### src/rtl/led_word_deserializer.sv
// -----------------------------------------------------------------------------
// led_word_deserializer
//
// Receive end of the bit-serial link that carries LED datapath words between
// boards. Serial bits arrive MSB first and are qualified by sin_valid. A bit
// with sin_start marks the first (most significant) bit of a word. Completed
// words go into a single holding register with a valid/ready output port.
//
// Ports:
//   clk         in   clock, all state changes on the rising edge
//   reset       in   synchronous, active-high reset
//   sin_valid   in   serial bit qualifier
//   sin_data    in   serial data bit, MSB of the word first
//   sin_start   in   marks the current qualified bit as bit WIDTH-1
//   word_data   out  assembled word (WIDTH bits), stable while word_valid=1
//   word_valid  out  holding register full
//   word_ready  in   consumer accepts when word_valid && word_ready
//   busy        out  a word is partially received
//   framing_err out  one-cycle pulse: a partial word was discarded by a restart
//   overrun     out  sticky: a completed word was dropped (cleared by reset)
// -----------------------------------------------------------------------------
module led_word_deserializer #(
  parameter  int WIDTH = 30,
  localparam int CNT_W = $clog2(WIDTH + 1)
) (
  input  logic             clk,
  input  logic             reset,
  input  logic             sin_valid,
  input  logic             sin_data,
  input  logic             sin_start,
  output logic [WIDTH-1:0] word_data,
  output logic             word_valid,
  input  logic             word_ready,
  output logic             busy,
  output logic             framing_err,
  output logic             overrun
);

  typedef enum logic {
    S_IDLE  = 1'b0,
    S_SHIFT = 1'b1
  } state_t;

  // Count value before the final bit of a word is shifted in.
  localparam logic [CNT_W-1:0] LAST_CNT = CNT_W'(WIDTH - 1);

  state_t           r_state;
  logic [WIDTH-1:0] r_shift;
  logic [CNT_W-1:0] r_cnt;
  logic [WIDTH-1:0] r_word;
  logic             r_word_valid;
  logic             r_ferr;
  logic             r_overrun;

  state_t           w_state_nxt;
  logic [WIDTH-1:0] w_shift_nxt;
  logic [CNT_W-1:0] w_cnt_nxt;
  logic [WIDTH-1:0] w_word_nxt;
  logic             w_valid_nxt;
  logic             w_ferr_nxt;
  logic             w_overrun_nxt;
  logic             w_complete;
  logic [WIDTH-1:0] w_assembled;
  logic [WIDTH-1:0] w_first;

  // Bits enter at the LSB and move left, so the first bit received ends up
  // at bit WIDTH-1 once all WIDTH bits are in.
  assign w_assembled = {r_shift[WIDTH-2:0], sin_data};
  assign w_first     = {{(WIDTH-1){1'b0}}, sin_data};

  always_comb begin
    w_state_nxt   = r_state;
    w_shift_nxt   = r_shift;
    w_cnt_nxt     = r_cnt;
    w_ferr_nxt    = 1'b0;
    w_complete    = 1'b0;
    w_word_nxt    = r_word;
    w_valid_nxt   = r_word_valid;
    w_overrun_nxt = r_overrun;

    unique case (r_state)
      S_IDLE: begin
        // Qualified bits without a start marker are line noise between words.
        if (sin_valid && sin_start) begin
          w_shift_nxt = w_first;
          w_cnt_nxt   = CNT_W'(1);
          w_state_nxt = S_SHIFT;
        end
      end
      S_SHIFT: begin
        if (sin_valid) begin
          if (sin_start) begin
            // Restart: drop the partial word and begin again with this bit,
            // even if it would have been the final bit.
            w_ferr_nxt  = 1'b1;
            w_shift_nxt = w_first;
            w_cnt_nxt   = CNT_W'(1);
          end else if (r_cnt == LAST_CNT) begin
            w_complete  = 1'b1;
            w_shift_nxt = '0;
            w_cnt_nxt   = '0;
            w_state_nxt = S_IDLE;
          end else begin
            w_shift_nxt = w_assembled;
            w_cnt_nxt   = r_cnt + CNT_W'(1);
          end
        end
      end
      default: begin
        w_state_nxt = S_IDLE;
      end
    endcase

    // A completion can land in the holding register only if it is empty or
    // being drained on this same edge; otherwise the new word is dropped.
    if (w_complete) begin
      if (!r_word_valid || word_ready) begin
        w_word_nxt  = w_assembled;
        w_valid_nxt = 1'b1;
      end else begin
        w_overrun_nxt = 1'b1;
      end
    end else if (r_word_valid && word_ready) begin
      w_valid_nxt = 1'b0;
    end
  end

  always_ff @(posedge clk) begin
    if (reset) begin
      r_state      <= S_IDLE;
      r_shift      <= '0;
      r_cnt        <= '0;
      r_word       <= '0;
      r_word_valid <= 1'b0;
      r_ferr       <= 1'b0;
      r_overrun    <= 1'b0;
    end else begin
      r_state      <= w_state_nxt;
      r_shift      <= w_shift_nxt;
      r_cnt        <= w_cnt_nxt;
      r_word       <= w_word_nxt;
      r_word_valid <= w_valid_nxt;
      r_ferr       <= w_ferr_nxt;
      r_overrun    <= w_overrun_nxt;
    end
  end

  assign word_data   = r_word;
  assign word_valid  = r_word_valid;
  assign busy        = (r_state == S_SHIFT);
  assign framing_err = r_ferr;
  assign overrun     = r_overrun;

endmodule

### config.mk
export PLATFORM = sky130hd
export DESIGN_NAME = led_word_deserializer
export DESIGN_NICKNAME = d
export VERILOG_FILES = /design/src/rtl/led_word_deserializer.sv
export SDC_FILE = /design/constraint.sdc
export NUM_CORES = 1
export LEC_CHECK = 0
export BUFFER_PORTS_ARGS = -buffer_cell sky130_fd_sc_hd__buf_2
export CAP_MARGIN = 30
export CORE_AREA = 2 2 93 95
export CTS_CLUSTER_SIZE = 10
export DETAILED_ROUTE_END_ITERATION = 7
export DIE_AREA = 0 0 95 97
export PLACE_DENSITY = 0.61
export SYNTH_ARGS = -nofsm -noshare
export SYNTH_HDL_FRONTEND = slang
export SYNTH_SLANG_ARGS = --single-unit
### constraint.sdc
create_clock -name clk -period 3.5 [get_ports clk]
set_input_delay 0.525 -clock clk [delete_from_list [all_inputs] [get_ports clk]]
set_output_delay 0.525 -clock clk [all_outputs]
set_load 0.02 [all_outputs]
# --- Yosys cells after proc, flatten, opt, wreduce, memory -nomap -nowiden ---
# Index checks and enable logic that the tools add are counted.
totals:
  regBits: 68
  latch_bits: 0
  memories: 0
  wordCells: 48
  ramBits: 0
  rom_bits: 0
  input_bits: 6
classes:
  n_lt_le_gt_ge: 0
  n_eq_ne: 4
  addsub: 1
  bitwise: 3
  n_mul: 0
  shifts: 0
  n_mux: 23
  n_reduce_logical: 10
  n_div: 0
ops:
  columns: ["operator", "n"]
  rows:
  - ["29-bit two-way mux", 4]
  - ["29-bit case mux with 2 select lines", 1]
  - ["5-bit two-way mux", 4]
  - ["1-bit two-way mux", 12]
  - ["5-bit case mux with 2 select lines", 1]
  - ["2-bit AND reduction", 4]
  - ["5-bit by 1-bit adder with 5-bit output (second input constant)", 1]
  - ["5-bit equality test (second input constant)", 1]
  - ["2-bit inequality test (second input constant)", 2]
  - ["1-bit inverter", 3]
  - ["3-bit OR reduction", 1]
  - ["1-bit logical AND", 2]
  - ["2-bit by 1-bit inequality test with 1-bit output (second input constant)", 1]
  - ["1-bit case mux with 2 select lines", 1]
  - ["2-bit nonzero test", 1]
  - ["1-bit zero test", 1]
  - ["1-bit logical OR", 1]

# --- Longest topological paths before layout ---
logic_depth:
  word_depth: 7
  ltp_mapped: 6

# --- Worst setup path after synthesis ---
# OpenSTA, ideal clock, no wires.
synth_path:
  path_type: "input to register"
  start: "input sin_start"
  end: "register r_shift[17]"
  setup_time_ps: 128
  cell_stages: 6
  n_path_buf: 3
  t_arrival_ps: 1393
  required_time_ps: 3372
  path_slack_ps: 1979
  cell_sequence: "buf_2 -> and3b_1 -> buf_2 -> buf_2 -> a32oi_1 -> nor2_1"
synth_between:
  elab_chain_len: 3
  elab_cells_between_ends: 6
  classes_between: "eq/ne (1); mux (3); reduce/logical (2)"
synth_rtl:
  columns: ["element", "line", "rtl"]
  rows:
  - ["start: declaration", "30", "input logic sin_start,"]
  - ["29-bit two-way mux or 1-bit logical AND (tied branches)", "92, 84", null]
  - ["29-bit two-way mux or 2-bit inequality test (tied branches)", null, null]
  - ["29-bit case mux with 2 select lines or 2-bit AND reduction (tied branches)", null, null]
  - ["end signal: assignment", "139", "r_shift <= w_shift_nxt;"]
  - ["end: declaration", "48", "logic [WIDTH-1:0] r_shift;"]
# Several ways; a longest one is shown, not always the timed one. The select of a mux whose other input is x is not followed.
# A chain may end at the register's enable or synchronous reset.

# --- Worst setup path in the final report ---
layout_path:
  start: "register r_cnt[0]"
  end: "register r_word[29] (netlist: word_data[29])"
layout_between:
  elab_chain_len: 6
layout_rtl:
  columns: ["element", "line", "rtl"]
  rows:
  - ["start: declaration", "49", "logic [CNT_W-1:0] r_cnt;"]
  - ["start signal: assignment", "140", "r_cnt <= w_cnt_nxt;"]
  - ["5-bit equality test", "98", "end else if (r_cnt == LAST_CNT) begin"]
  - ["1-bit two-way mux", "98", null]
  - ["1-bit two-way mux", "92", "if (sin_start) begin"]
  - ["1-bit two-way mux", "91", "if (sin_valid) begin"]
  - ["1-bit two-way mux", "81", "unique case (r_state)"]
  - ["2-bit AND reduction (no source line)", null, null]
  - ["end signal: assignment", "141", "r_word <= w_word_nxt;"]
  - ["end: declaration", "50", "logic [WIDTH-1:0] r_word;"]
# Every way passes these cells.

==> impl_metrics.env <==
export IMPL_cts_sinks=68
export IMPL_dieArea_um2=9215
export IMPL_intPower_mw=1.088
export IMPL_ys_seq_elements=68
export IMPL_gp_congestion=0.7362
export IMPL_grt_pass1_vias=1895
export IMPL_wirelength_um=5162
export IMPL_antenna_cells=0
export IMPL_run_status="complete, no violations"
export IMPL_route_met3_wl_um=282
export IMPL_start_util=0.3450
export IMPL_p_seq_frac=0.559
export IMPL_synthArstFlopShare=0
export IMPL_cp_max_fo=34
export IMPL_hold_viol=0
export IMPL_io_pins=40
export IMPL_clkPwrFrac=0.402
export IMPL_max_cap_viol_count=0
export IMPL_syn_avg_cell_area_um2=9.987
export IMPL_wl_met2_um=2274
export IMPL_top_layer="met4"
export IMPL_grtUsageTotal=0.1219
export IMPL_synth_edf_count=0
export IMPL_p_sw_mw=0.3081
export IMPL_antenna_found_initial=0
export IMPL_synthFlopType="dfxtp_1"
export IMPL_grt_max_degree=47
export IMPL_clockBufferDepth=2
export IMPL_netlist_cell_type_count=32
export IMPL_vias=2061
export IMPL_die_w_um=95
export IMPL_overflow=0
export IMPL_crit_path_start_kind="register"
export IMPL_required_ns=3.76
export IMPL_postRouteAntennaNets=0
export IMPL_post_cts_resized=0
export IMPL_cts_post_setup_buffers_inserted=0
export IMPL_place_hpwl_um=3301
export IMPL_ir_worst_vdd_uv=165.9
export IMPL_arrival_ns=2.38
export IMPL_syn2layout_area_growth_pct=14.98
export IMPL_clock_skew_ns=0.007827
export IMPL_root_buffer="clkbuf_8"
export IMPL_maxSlewViolCount=0
export IMPL_routedWlPerCell_um=12.26
export IMPL_worst_pin_slew_ns=0.8598
export IMPL_finalWorstPathRequiredPeriod_ns=2.122
export IMPL_io_buffers=39
export IMPL_tritoncts="done"
export IMPL_leakage_nw=1.168
export IMPL_drtIter0Drc=73
export IMPL_cts_made_buffers=9
export IMPL_clk_latency_ns=0.34
export IMPL_dr_pass1_iters=4
export IMPL_finalCritPeriodShare=0.6062
export IMPL_drt_met1_wl_um=2513
export IMPL_netlist_area_um2=2806
export IMPL_grt_pass1_wl_um=8845
export IMPL_fin_hold_ws_ns=0.4692
export IMPL_sw_frac_of_total=0.2207
export IMPL_tns_ns=0
export IMPL_hold_class="register to register"
export IMPL_critPathKind="register to register"
export IMPL_drc=0
export IMPL_die_h_um=97
export IMPL_final_util=0.3967
export IMPL_num_nets_final=320
export IMPL_cts_max_level=3
export IMPL_vias_per_cell=4.895
export IMPL_ys_seq_area_frac=0.4851
export IMPL_rsz0062_at_grt="no"
export IMPL_power_density_nw_per_um2=432.6
export IMPL_combPwrFrac=0.040
export IMPL_max_slew_margin=0.4268
export IMPL_setup_viol=0
export IMPL_syn_nets=289
export IMPL_drive_above_1_share=0.1930
export IMPL_row_count=33
export IMPL_cts_clk_slew_worst_paths_ns=0.06
export IMPL_ys_warn_count=0
export IMPL_cp_end_kind="register"
export IMPL_nFillCells=801
export IMPL_ctsHoldBuffers=0
export IMPL_netlist_instances=281
export IMPL_fp_coreArea_um2=8134
export IMPL_max_freq_mhz=471.3
-- power groups by stage --
stage	Combinational, mW	Sequential (mW)	Clock (mW)
floorplan	0.0424	0.798	0
global placement	0.0557	0.797	0
detailed placement	0.0561	0.798	0
CTS	0.0562	0.780	0.579
global route	0.0619	0.780	0.621
finish	0.0553	0.780	0.560
-- layout make-up --
class,instances,area (µm²),area share
repair buffers,45,240.2,0.07445
inverters,3,11.26,0.003490
well taps,105,131.4,0.04071
clock buffers,13,158.9,0.04924
flip-flops and latches,68,1361,0.4219
multi-input cells,185,1314,0.4071
clock inverters,2,10.01,0.003102
-- synthesized netlist by cell type (all sizes together), types with 2 or more instances --
master / n / share of area
dfxtp: 68 / 0.49
nand2b: 60 / 0.13
nor2: 31 / 0.041
mux2i: 30 / 0.11
a32oi: 29 / 0.091
clkbuf: 16 / 0.021
buf: 9 / 0.023
a21oi: 5 / 0.0089
nand2: 5 / 0.0067
a31oi: 3 / 0.0067
inv: 3 / 0.0040
ha: 2 / 0.0089
nand3: 2 / 0.0036
nand4: 2 / 0.0098
-- stage by stage --
step	setup slack [ns]	power, mW	instances	cell area, µm²
3_5_place_dp	1.355	0.8537	406	3058
2_1_floorplan	1.979	0.8400	281	2806
5_1_grt	1.216	1.463	421	3227
4_1_cts	1.383	1.415	421	3227
6_report	1.378	1.396	421	3227
3_3_place_gp	1.383	0.8531	406	3058
-- worst max-delay path, cell delays in order (launching register included) --
cell     delay (ns)
dfxtp_1        0.40
ha_1           0.25
nand4_4        0.44
nor4_4         0.38
buf_4          0.34
mux2i_1        0.23
-- metal layers --
layer / global-route usage / up-vias
met5: 0 / -
met4: 0.06355 / 0
met3: 0.04050 / 7
met2: 0.1800 / 42
met1: 0.1564 / 960
li1: - / 1052
-- cell usage in the layout, fill, tap and decap left out, types with 2 or more instances in the layout --
| cell | n |
|---|---|
| nand3_1 | 2 |
| dfxtp_1 | 68 |
| a21oi_1 | 5 |
| a32oi_1 | 29 |
| ha_1 | 2 |
| clkinv_2 | 2 |
| nand2_1 | 5 |
| clkbuf_8 | 11 |
| nand2b_1 | 60 |
| a31oi_1 | 3 |
| buf_2 | 39 |
| clkbuf_1 | 2 |
| inv_1 | 3 |
| nor2_1 | 31 |
| buf_4 | 6 |
| mux2i_1 | 30 |
-- final timing paths --
check                start             to  slack [ns]  depth (start not counted)
max               r_cnt[0]  word_data[29]        1.38                          5
min          word_data[19]  word_data[19]        0.47                          2
max reg2reg       r_cnt[0]  word_data[29]        1.38                          5
min reg2reg  word_data[19]  word_data[19]        0.47                          2
-- state kept, by name (all words and copies together), names as in the netlist --
signal and count:
busy 1, framing_err 1, overrun 1, r_cnt 5, r_shift 29, word_data 30, word_valid 1
-- cell families after synthesis --
| kind of cell | synth area share |
|---|---|
| flip-flops | 0.4851 |
| multiplexers | 0.1070 |
| AO/OA/AOI/OAI | 0.1248 |
| AND/OR/NAND/NOR | 0.2260 |
| adder cells (fa/ha/maj) | 0.008915 |
| buffers and inverters | 0.04815 |
(Power assumes the default switching activity.)
